## src/rtl/sfu_out_pack.sv

```systemverilog
// sfu_out_pack: buffers SFU core result vectors in a small FIFO and emits them
// as AXI-stream beats, counting beats against the step length, flagging the
// final beat with tlast and pulsing done once the whole step has drained.
module sfu_out_pack #(
    parameter int NUM_CH     = 32,
    parameter int FIFO_DEPTH = 4
) (
    input  logic                   clk,
    input  logic                   rst,
    input  logic                   start,
    input  logic [7:0]             params_step_num,
    input  logic                   s_sfu_valid,
    output logic                   s_sfu_ready,
    input  logic [NUM_CH*16-1:0]   s_sfu_data,
    output logic                   m_sfu_axis_tvalid,
    input  logic                   m_sfu_axis_tready,
    output logic [NUM_CH*16-1:0]   m_sfu_axis_tdata,
    output logic                   m_sfu_axis_tlast,
    output logic                   busy,
    output logic                   done,
    output logic                   err_extra
);

    localparam int W  = NUM_CH * 16;
    localparam int AW = $clog2(FIFO_DEPTH);

    typedef enum logic [1:0] {
        IDLE,
        RUN,
        DRAIN,
        FIN
    } state_t;

    state_t         state;
    state_t         state_nxt;

    logic [7:0]     total;
    logic [8:0]     total_ext;
    logic [8:0]     in_cnt;
    logic [8:0]     out_cnt;

    logic [AW:0]    wr_ptr;
    logic [AW:0]    rd_ptr;
    logic [W-1:0]   mem [FIFO_DEPTH];

    logic           fifo_full;
    logic           fifo_empty;
    logic           push;
    logic           pop;
    logic           start_ok;

    // Extra pointer MSB distinguishes a full ring from an empty one.
    assign fifo_full  = (wr_ptr[AW] != rd_ptr[AW]) && (wr_ptr[AW-1:0] == rd_ptr[AW-1:0]);
    assign fifo_empty = (wr_ptr == rd_ptr);

    assign total_ext = {1'b0, total};
    assign start_ok  = start && (state == IDLE);

    // Core side only accepts in RUN, and only while beats remain and there is room;
    // the full check ignores a concurrent pop so tready never reaches s_sfu_ready.
    assign s_sfu_ready = (state == RUN) && !fifo_full && (in_cnt != total_ext);
    assign push        = s_sfu_valid && s_sfu_ready;

    // Output side is live in every state; tdata is forced to zero when nothing is held.
    assign m_sfu_axis_tvalid = !fifo_empty;
    assign m_sfu_axis_tdata  = fifo_empty ? '0 : mem[rd_ptr[AW-1:0]];
    assign m_sfu_axis_tlast  = m_sfu_axis_tvalid && (out_cnt == total_ext - 9'd1);
    assign pop               = m_sfu_axis_tvalid && m_sfu_axis_tready;

    assign busy = (state != IDLE);
    assign done = (state == FIN);

    // State register.
    // NOTE: clocked state uses non-blocking assignments so every flop samples
    // pre-edge values regardless of the order the blocks are evaluated in.
    always_ff @(posedge clk or posedge rst) begin
        if (rst) begin
            state <= IDLE;
        end else begin
            state <= state_nxt;
        end
    end

    // Next-state logic.
    // NOTE: state_nxt gets a default before the case so no path leaves it
    // unassigned, which would otherwise infer a latch.
    always_comb begin
        state_nxt = state;
        case (state)
            IDLE: begin
                if (start) begin
                    state_nxt = (params_step_num == 8'd0) ? FIN : RUN;
                end
            end
            RUN: begin
                if (push && (in_cnt + 9'd1 == total_ext)) begin
                    state_nxt = DRAIN;
                end
            end
            DRAIN: begin
                if (pop && (out_cnt + 9'd1 == total_ext)) begin
                    state_nxt = FIN;
                end
            end
            FIN: begin
                state_nxt = IDLE;
            end
            default: state_nxt = IDLE;
        endcase
    end

    // Step length and beat counters; start re-arms them, handshakes advance them.
    always_ff @(posedge clk or posedge rst) begin
        if (rst) begin
            total   <= 8'd0;
            in_cnt  <= 9'd0;
            out_cnt <= 9'd0;
        end else begin
            if (start_ok) begin
                total   <= params_step_num;
                in_cnt  <= 9'd0;
                out_cnt <= 9'd0;
            end else begin
                if (push) begin
                    in_cnt <= in_cnt + 9'd1;
                end
                if (pop) begin
                    out_cnt <= out_cnt + 9'd1;
                end
            end
        end
    end

    // FIFO pointers; reset flushes any buffered beats.
    always_ff @(posedge clk or posedge rst) begin
        if (rst) begin
            wr_ptr <= '0;
            rd_ptr <= '0;
        end else begin
            if (push) begin
                wr_ptr <= wr_ptr + 1'b1;
            end
            if (pop) begin
                rd_ptr <= rd_ptr + 1'b1;
            end
        end
    end

    // FIFO storage write.
    // NOTE: the data array has no reset; validity is tracked by the pointers and
    // the output mux zeroes tdata while empty, so resetting it would only add muxes.
    always_ff @(posedge clk) begin
        if (push) begin
            mem[wr_ptr[AW-1:0]] <= s_sfu_data;
        end
    end

    // Sticky flag for core results offered while no step is accepting them.
    always_ff @(posedge clk or posedge rst) begin
        if (rst) begin
            err_extra <= 1'b0;
        end else if (s_sfu_valid && ((state == IDLE) || (state == FIN))) begin
            err_extra <= 1'b1;
        end
    end

endmodule

```

## config.mk

```make
export PLATFORM = sky130hd
export DESIGN_NAME = sfu_out_pack
export DESIGN_NICKNAME = d
export VERILOG_FILES = /design/src/rtl/sfu_out_pack.sv
export SDC_FILE = /design/constraint.sdc
export NUM_CORES = 2
export LEC_CHECK = 0
export ABC_AREA = 0
export ABC_CLOCK_PERIOD_IN_PS = 17600
export BUFFER_PORTS_ARGS = -buffer_cell sky130_fd_sc_hd__buf_2
export CAP_MARGIN = 10
export CELL_PAD_IN_SITES_DETAIL_PLACEMENT = 1
export CELL_PAD_IN_SITES_GLOBAL_PLACEMENT = 1
export CORE_ASPECT_RATIO = 1.5
export CORE_UTILIZATION = 25
export DETAILED_ROUTE_END_ITERATION = 16
export PLACE_DENSITY = 0.46
export SLEW_MARGIN = 20
export SYNTH_ARGS = -nofsm -noshare
export SYNTH_HDL_FRONTEND = slang
export SYNTH_SLANG_ARGS = --single-unit
export TNS_END_PERCENT = 50
```

## constraint.sdc

```tcl
create_clock -name clk -period 17.6 [get_ports clk]
set_input_delay 0.88 -clock clk [delete_from_list [all_inputs] [get_ports clk]]
set_output_delay 0.88 -clock clk [all_outputs]
set_load 0.005 [all_outputs]
```

==> flow_summary_export.csv <==
group,metric,value,unit
outcome,status,"complete, no violations",
sta,tightest_slew,1.17,ns
setup_path,crit_type,"register to output pin",
yosys,synth-seq-area-share,0.784,
setup_path,path_cells,"buf_4 -> buf_4 -> buf_4 -> buf_4 -> mux4_2 -> nor2b_1 -> buf_2",
floorplan,core,0.317,mm²
sta,tns,0,ns
route,vias,39300,
yosys,synthCells,3530,
floorplan,pin_count,1043,
setup_path,path_max_fanout,44,
yosys,yosysWarningCount,0,
yosys,synthArstFlopShare,0.0168,
layout,nFillCells,32200,
route,drtPass1Iterations,5,
route,drtIter0Drc,2202,
yosys,ys_seq_elements,2083,
clocking,root_buffer,"clkbuf_16",
layout,layout_commonest_cell,"edfxtp_1",
layout,nNetsFinal,5202,
sta,rsz0062_at_grt,"no",
placement,place_inst,8651,
yosys,syn_nets,4068,
placement,dpl.hpwl,148,mm
clocking,h-tree-depth,4,
setup_path,r2r_cells,8,
placement,port_buffers,1042,
setup_path,worstPathRequired,16.72,ns
global_routing,track_usage,0.141,
sta,setup_viol,0,
global_routing,first_global_vias,42800,
layout,drive_gt1_frac,0.401,
setup_path,cp-startpoint,"rd_ptr[0]$_DFFE_PP0P_",
setup_path,crit_buf_inv,5,
yosys,avgSynthCellArea,22.5,µm²
route,via_per_inst,4.33,
global_routing,gr-total-overflow,0,
sta,skew,0.0774,ns
global_routing,grt_pass1_wl,327,mm
route,wl,231,mm
sta,fin_crit,6.60,ns
floorplan,die_w,463,µm
route,ant_nets,0,
setup_path,arrival,5.72,ns
layout,instances_no_fill,9082,
sta,final_hold_viol_count,0,
setup_path,ff2ff_setup_slack,12.02,ns
route,drc,0,
pwr,p_leak,32.0,nW
yosys,synth_edf_count,2048,
layout,syn_to_final_growth,21.5,%
floorplan,die_h,693,µm
global_routing,grt_start_max_net_pins,123,
sta,period_share,0.375,
clocking,numCtsBuffers,217,
setup_path,r2r-start,"rd_ptr[0]$_DFFE_PP0P_",
global_routing,antenna_found_initial,186,
flow_run,maxCapViolCount,0,
clocking,path_clk_slew,0.06,ns
sta,report.final.slew_viol_count,0,
yosys,synth_ff_type,"edfxtp_1",
setup_path,critPathLaunchType,"register",
floorplan,start_util,0.251,
sta,slew_headroom,0.222,
setup_path,crit_top_cell,"buf_4",
clocking,clock_latency,0.90,ns
setup_path,cp-end-kind,"output pin",
yosys,ys_types,58,
clocking,postCtsHoldBufs,0,
setup_path,slowest_delay,0.93,ns
clocking,cts_resized,0,
clocking,cts_tree,"yes",
route,wl_per_cell,25.5,µm
yosys,synthesis.area,0.0796,mm²
floorplan,dieArea,0.321,mm²
clocking,cts_sinks,2083,
setup_path,crit_slowest_cell,"dfrtp_4",
setup_path,path_delay_family,"buffers and inverters",
placement,routabilityCongestion,0.742,
layout,final_cell_mix,"edfxtp_1 (2048), buf_2 (1042), mux4_2 (512), nor2b_1 (497), clkbuf_16 (217)",
setup_path,r2r_end,"mem[0][217]$_DFFE_PP_",
pwr,pwr_density_cell,173,mW/mm²
clocking,clk_path_buf_depth,4,
clocking,postCtsSetupBuffers,0,
sta,max_freq,151,MHz
pwr,irDropWorstVdd,0.148,mV
min_path,min_path_type,"input pin to async pin",
floorplan,rows,253,
==> registers in the layout, indices dropped and copies added, names as in the netlist <==
register   flops
err_extra      1
out_cnt        9
state          2
wr_ptr         3
in_cnt         9
rd_ptr         3
total          8
mem         2048
==> per-stage QoR <==
| step | hold slack [ns] | power (mW) | worst slack, ns | util | area (µm²) |
|---|---|---|---|---|---|
| after floorplan | 0.451 | 9.94 | 3.77 | - | 79600 |
| after global placement | 0.439 | 12.6 | 11.53 | 0.284 | 89800 |
| after detailed placement | 0.460 | 12.6 | 11.53 | 0.284 | 89800 |
| after CTS | 0.0783 | 17.2 | 10.58 | 0.305 | 96600 |
| after global routing | 0.113 | 17.6 | 10.31 | 0.305 | 96600 |
| final | 0.161 | 16.7 | 11.00 | 0.306 | 96700 |
==> area by class of cell <==
class,count,area [µm²],area share
clock buffers,268,5640,0.0583
diodes,50,125,0.00129
repair buffers,1107,5850,0.0605
inverters,12,45.0,0.000466
well taps,4207,5260,0.0544
multi-input cells,1243,16300,0.169
flip-flops and latches,2083,62400,0.645
clock inverters,112,1080,0.0112
==> worst register-to-register path, delay by kind of cell, from the launching register on <==
family          cells  cell delay [ns]
flops               1             0.93
xor+xnor            1             0.28
compound gates      2             0.50
simple gates        1             0.70
buf+inv             4             2.75
==> per-layer routing <==
layer | vias to the layer above | track usage | routed length (µm)
met5 | - | 0 | 635
met4 | 104 | 0.0445 | 7850
met3 | 566 | 0.0510 | 18600
met2 | 1210 | 0.251 | 119000
met1 | 20700 | 0.154 | 84800
li1 | 16700 | - | -
==> power breakdown <==
group | total [mW] | switching (mW) | internal, mW
registers | 6.36 | 0.212 | 6.15
logic | 5.87 | 3.38 | 2.49
clock network | 4.46 | 1.93 | 2.53
==> cells in the mapped netlist (2+ instances only) <==
cell type,n,area share
nor4_1,7,0.00055
xnor2_1,29,0.0032
clkbuf_1,88,0.0042
or3_1,3,0.00024
buf_6,4,0.00057
buf_2,64,0.0040
nor2b_1,497,0.039
buf_4,4,0.00038
o21ai_0,14,0.00088
nand3_1,13,0.00082
nand2_1,21,0.00099
inv_1,12,0.00057
o211ai_1,2,0.00019
a21oi_1,8,0.00050
xnor2_2,2,0.00041
dfrtp_1,35,0.011
xor2_1,21,0.0023
mux2_2,6,0.00085
nand4_1,9,0.00071
nor2_1,26,0.0012
and2_1,5,0.00039
mux4_2,512,0.14
and2b_1,16,0.0015
edfxtp_1,2048,0.77
nor3_1,3,0.00019
ha_1,13,0.0020
nand3b_1,2,0.00019
a31oi_1,4,0.00031
o31ai_1,2,0.00019
buf_1,30,0.0014
and3_1,3,0.00024
==> logic make-up (layout without fill, tap and decap cells) <==
kind of cell,after synthesis,after routing,synth area share
AO/OA/AOI/OAI,43,43,0.00373
other,0,50,0
buffers and inverters,204,1499,0.0113
flip-flops,2083,2083,0.784
AND/OR/NAND/NOR,615,615,0.0472
multiplexers,520,520,0.146
adder cells (fa/ha/maj),13,13,0.00204
XOR/XNOR,52,52,0.00591
==> worst max path at each step <==
stage | endpoint | slack, ns | cells after the start
floorplan | mem[0][0]$_DFFE_PP_ | 3.77 | 3
global route | m_sfu_axis_tdata[174] | 10.31 | 7
detailed placement | m_sfu_axis_tdata[174] | 11.53 | 7
finish | m_sfu_axis_tdata[215] | 11.00 | 7
global placement | m_sfu_axis_tdata[188] | 11.53 | 7
CTS | m_sfu_axis_tdata[174] | 10.58 | 7
Power figures use the tool's default switching activity.
